`src/rtl/i2c_bus_sync.sv`:
```
// ============================================================================
// Module : i2c_bus_sync
// Brief  : Two-flop SCL/SDA synchronisers with a third flop for edge and
//          START/STOP detection.
// Rev    : 1.0  initial release
// ============================================================================
`default_nettype none

module i2c_bus_sync (
  input  logic clk,
  input  logic rst,
  input  logic scl,
  input  logic sda,
  output logic scl_rise,
  output logic scl_fall,
  output logic start_det,
  output logic stop_det,
  output logic sda_s
);

  logic [2:0] scl_q;
  logic [2:0] sda_q;

  // Reset to the idle-bus level so releasing reset never fakes a START/STOP.
  always_ff @(posedge clk or posedge rst) begin
    if (rst) begin
      scl_q <= 3'b111;
      sda_q <= 3'b111;
    end else begin
      scl_q <= {scl_q[1:0], scl};
      sda_q <= {sda_q[1:0], sda};
    end
  end

  assign scl_rise  =  scl_q[1] & ~scl_q[2];
  assign scl_fall  = ~scl_q[1] &  scl_q[2];
  // SCL must be high on both sides of the SDA edge; a coincident SCL edge is a data edge.
  assign start_det =  scl_q[1] &  scl_q[2] & ~sda_q[1] &  sda_q[2];
  assign stop_det  =  scl_q[1] &  scl_q[2] &  sda_q[1] & ~sda_q[2];
  assign sda_s     =  sda_q[1];

endmodule : i2c_bus_sync

`default_nettype wire

```
`config.mk`:
```
export PLATFORM = sky130hd
export DESIGN_NAME = i2c_bus_sync
export DESIGN_NICKNAME = d
export VERILOG_FILES = /design/src/rtl/i2c_bus_sync.sv
export SDC_FILE = /design/constraint.sdc
export NUM_CORES = 1
export LEC_CHECK = 0
export BUFFER_PORTS_ARGS = -buffer_cell sky130_fd_sc_hd__buf_4
export CORE_AREA = 2 2 39 41
export CTS_CLUSTER_SIZE = 16
export DETAILED_ROUTE_END_ITERATION = 10
export DIE_AREA = 0 0 41 43
export GPL_ROUTABILITY_DRIVEN = 0
export GPL_TIMING_DRIVEN = 0
export PLACE_DENSITY = 0.39
export SYNTH_ARGS = -nofsm -noshare
export SYNTH_HDL_FRONTEND = slang
export SYNTH_SLANG_ARGS = --single-unit
```
`constraint.sdc`:
```
create_clock -name clk -period 2.06 [get_ports clk]
set_input_delay 0.103 -clock clk [delete_from_list [all_inputs] [get_ports clk]]
set_output_delay 0.103 -clock clk [all_outputs]
set_load 0.02 [all_outputs]
```
Word level (Yosys, flattened, before mapping) --
Cells that the tools add are included.
Operators by class: bitwise gates (word level) 11
Operators with widths (number):
- bitwise AND 1 bit | 7
- inverter 1 bit | 4
Word-level totals: bits of input ports 4, output and inout port bits 5, flip-flop bits (word level) 6, logic and storage cells 13

Depth between registers and ports, before layout --
depth after elaboration 3, mapped depth 1, depth with buffers taken out 1

Worst setup path after synthesis --
No wires, ideal clock.
path type register to output, from reg sda_q[1], to out stop_det, path buffers 0, setup slack 1059 ps, stages on the path, launching flop included 2, arrival time 898 ps, required time 1957 ps, cell sequence dfstp_2 and4b_1
Between the ends: word-level cells in the longest chain between the ends 2
RTL lines:
- start, declared | line 22 | logic [2:0] sda_q;
- start signal, assigned | line 31 | sda_q <= {sda_q[1:0], sda};
- bitwise AND 1 bit (2 in series) | line 39 | assign stop_det = scl_q[1] & scl_q[2] & sda_q[1] & ~sda_q[2];
- end, declared | line 17 | output logic stop_det,
Every way passes these cells.

Worst setup path in the final report --
from reg sda_q[1], to out start_det
Between the ends: word-level cells in the longest chain between the ends 3
RTL lines:
- inverter 1 bit | line 38 | assign start_det = scl_q[1] & scl_q[2] & ~sda_q[1] & sda_q[2];
- bitwise AND 1 bit (2 in series) | line 38
- end, declared | line 16 | output logic start_det,
Every way passes these cells.

==> impl_summary.log <==
INFO  metric run_status = finished clean
INFO  metric die_height = 43 um
INFO  metric synthesis.yosys.warnings = 0
INFO  metric share_comb_of_total_power = 9.1%
INFO  metric post_drt_wl_per_cell = 7.38 um
INFO  metric cts_setup_buffers = 0
INFO  metric p_total = 0.000260 W
INFO  metric tightestPinTransition = 0.229 ns
INFO  metric syn_area = 194 um^2
INFO  metric portBuffers = 8
INFO  metric floorplan.die.width = 41 um
INFO  metric initial_utilization = 14.0%
INFO  metric cts_hold_repair.buffers = 2
INFO  metric worst-endpoint-arrival = 1.12 ns
INFO  metric cts_max_level = 1
INFO  metric cellPowerDensity = 822 nW/um^2
INFO  metric synth_cell_type_count = 4
INFO  metric power_report.internal_total = 0.000208 W
INFO  metric cts.reportedPaths.clkPinSlew = 0.04 ns
INFO  metric timing.max_cap.violations = 0
INFO  metric timing.slew.headroom = 84.7%
INFO  metric slowest_stage = dfstp_2
INFO  metric cp_data_required_time = 1.96 ns
INFO  metric synth_nets = 15
INFO  metric detail_route.drc_violations = 0
INFO  metric grt_max_degree = 7
INFO  metric average_instance_area_after_synthesis = 17.6 um^2
INFO  metric min_path_type = primary input to async pin
INFO  metric antenna_violations_before_repair = 0
INFO  metric criticalPathCategory = register to output pin
INFO  metric root_buffer = clkbuf_4
INFO  metric grt_pass1_wl = 483 um
INFO  metric globalRouteOverflowTotal = 0
INFO  metric clock_tree.buffer_depth = 2
INFO  metric worst_path_maximum_fanout = 4
INFO  metric final_period_minus_worst_setup_slack = 1.22 ns
INFO  metric wl = 295 um
INFO  metric clock_skew = 0.000998 ns
INFO  metric clock-sinks = 6
INFO  metric power_frac_clock = 40.0%
INFO  metric fp.dieArea = 1760 um^2
INFO  metric area_growth_syn_to_layout = 63.2%
INFO  metric crit_path_end_kind = output pin
INFO  metric route.vias.total = 132
INFO  metric drt-initial-drc-count = 0
INFO  metric timing.fmax = 817 MHz
INFO  metric finalCritPeriodShare = 59.4%
INFO  metric setup-violations-final = 0
INFO  metric final_tns_setup = 0 ns
INFO  metric yosysSeqAreaShare = 81.3%
INFO  metric final_antenna_net_count = 0
INFO  metric timing.final.hold_violations = 0
INFO  metric static-leakage-power = 0.147 nW
INFO  metric globalRouteTotalUtil = 4.87%
INFO  metric swShare = 20.2%
INFO  metric drive_above_1_share = 70.8%
INFO  metric core_region_area = 1380 um^2
INFO  metric cts_resized = 0
INFO  metric vias_per_cell = 3.30
INFO  metric floorplan.io_pins = 9
INFO  metric synthCells = 11
INFO  metric net_count_reported_at_finish = 30
INFO  metric dr.pass1.iters = 1
INFO  metric rsz0062_at_grt = false
INFO  metric power_frac_seq = 50.9%
INFO  metric clock_latency_on_the_worst_skew_pair = 0.24 ns
INFO  metric timing.critical_path.from = sda_q[1]$_DFF_PP1_
INFO  metric synth.ff_latch_count = 6
INFO  metric slowest_delay = 0.54 ns
INFO  metric net-switching-power = 0.0000526 W
INFO  metric tritoncts = built
INFO  metric vdd_ir_drop_max = 0.380 mV
INFO  metric crit_chain = and4b_1, buf_4
INFO  metric start_kind = register
INFO  metric tritoncts.num_buffers = 3
INFO  metric first_global_vias = 123
INFO  metric timing.rr.start = scl_q[1]$_DFF_PP1_
INFO  metric num_rows = 14
INFO  metric insertedDiodeCount = 0
INFO  metric maxSlewViolCount = 0
[power groups by stage]
| stage | Combinational (W) | Sequential [W] | Clock [W] |
|---|---|---|---|
| CTS | 0.0000238 | 0.000133 | 0.000110 |
| finish | 0.0000237 | 0.000133 | 0.000104 |
| global placement | 0.0000204 | 0.000133 | 0 |
| detailed placement | 0.0000208 | 0.000134 | 0 |
| floorplan | 0.00000849 | 0.000134 | 0 |
| global route | 0.0000258 | 0.000134 | 0.000117 |
[cell usage in the layout, fill, tap and decap left out, drive strengths merged]
cell,n
dfstp,6
inv,1
dlygate4sd3,2
and4b,2
buf,8
clkbuf,3
nor2b,2
[final cells by class]
type / instances / area [um^2]
Fill cell: 147 / 1070
Sequential cell: 6 / 158
Timing Repair Buffer: 10 / 80.1
Multi-Input combinational cell: 4 / 32.5
Clock buffer: 3 / 22.5
Tap cell: 16 / 20.0
Inverter: 1 / 3.75
[cell families after synthesis]
logic type,Yosys count,synth area share (%)
buffers and inverters,1,1.93
DFF,6,81.3
and+or+nand+nor,4,16.8
[through the flow]
| stage | std cells | cell area, um^2 | worst slack (ns) | utilization (%) | hold slack (ns) |
|---|---|---|---|---|---|
| finish | 40 | 317 | 0.836 | 22.9 | 0.0128 |
| CTS | 40 | 317 | 0.820 | 22.9 | 0.00514 |
| floorplan | 11 | 194 | 1.06 | - | 0.102 |
| detailed placement | 35 | 274 | 1.08 | 19.8 | 0.213 |
| global route | 40 | 317 | 0.790 | 22.9 | 0.0151 |
| global placement | 35 | 274 | 1.10 | 19.8 | 0.211 |
[final timing paths]
kind | end | slack [ns] | depth (start not counted)
min in group clk | scl_q[1]$_DFF_PP1_ | 0.35 | 0
min | sda_q[2]$_DFF_PP1_ | 0.01 | 2
min reg2reg | scl_q[1]$_DFF_PP1_ | 0.35 | 0
max | start_det | 0.84 | 2
max in group asynchronous | scl_q[0]$_DFF_PP1_ | 2.02 | 2
max reg2reg | scl_q[2]$_DFF_PP1_ | 1.45 | 0
[per-layer routing]
| layer | global-route usage, % | wire, um | share of wire (%) |
|---|---|---|---|
| met1 | 4.65 | 137 | 46 |
| met2 | 5.00 | 118 | 40 |
| met3 | 6.28 | 39 | 13 |
| met4 | 4.00 | 0 | 0 |
| met5 | 0 | 0 | 0 |
[worst max-delay path: cells and delay by family, from the launching register on]
family                 cells  cell delay, ns
DFF                        1            0.54
and+or+nand+nor            1            0.19
buffers and inverters      1            0.15
[registers in the layout (all words and copies together) (netlist names)]
name / cells
sda_q: 3
scl_q: 3
[cells in the mapped netlist]
master / n / share of area, %
nor2b_1: 2 / 6.5
dfstp_2: 6 / 81
inv_1: 1 / 1.9
and4b_1: 2 / 10
No activity file was read; power rests on OpenSTA's default activity.
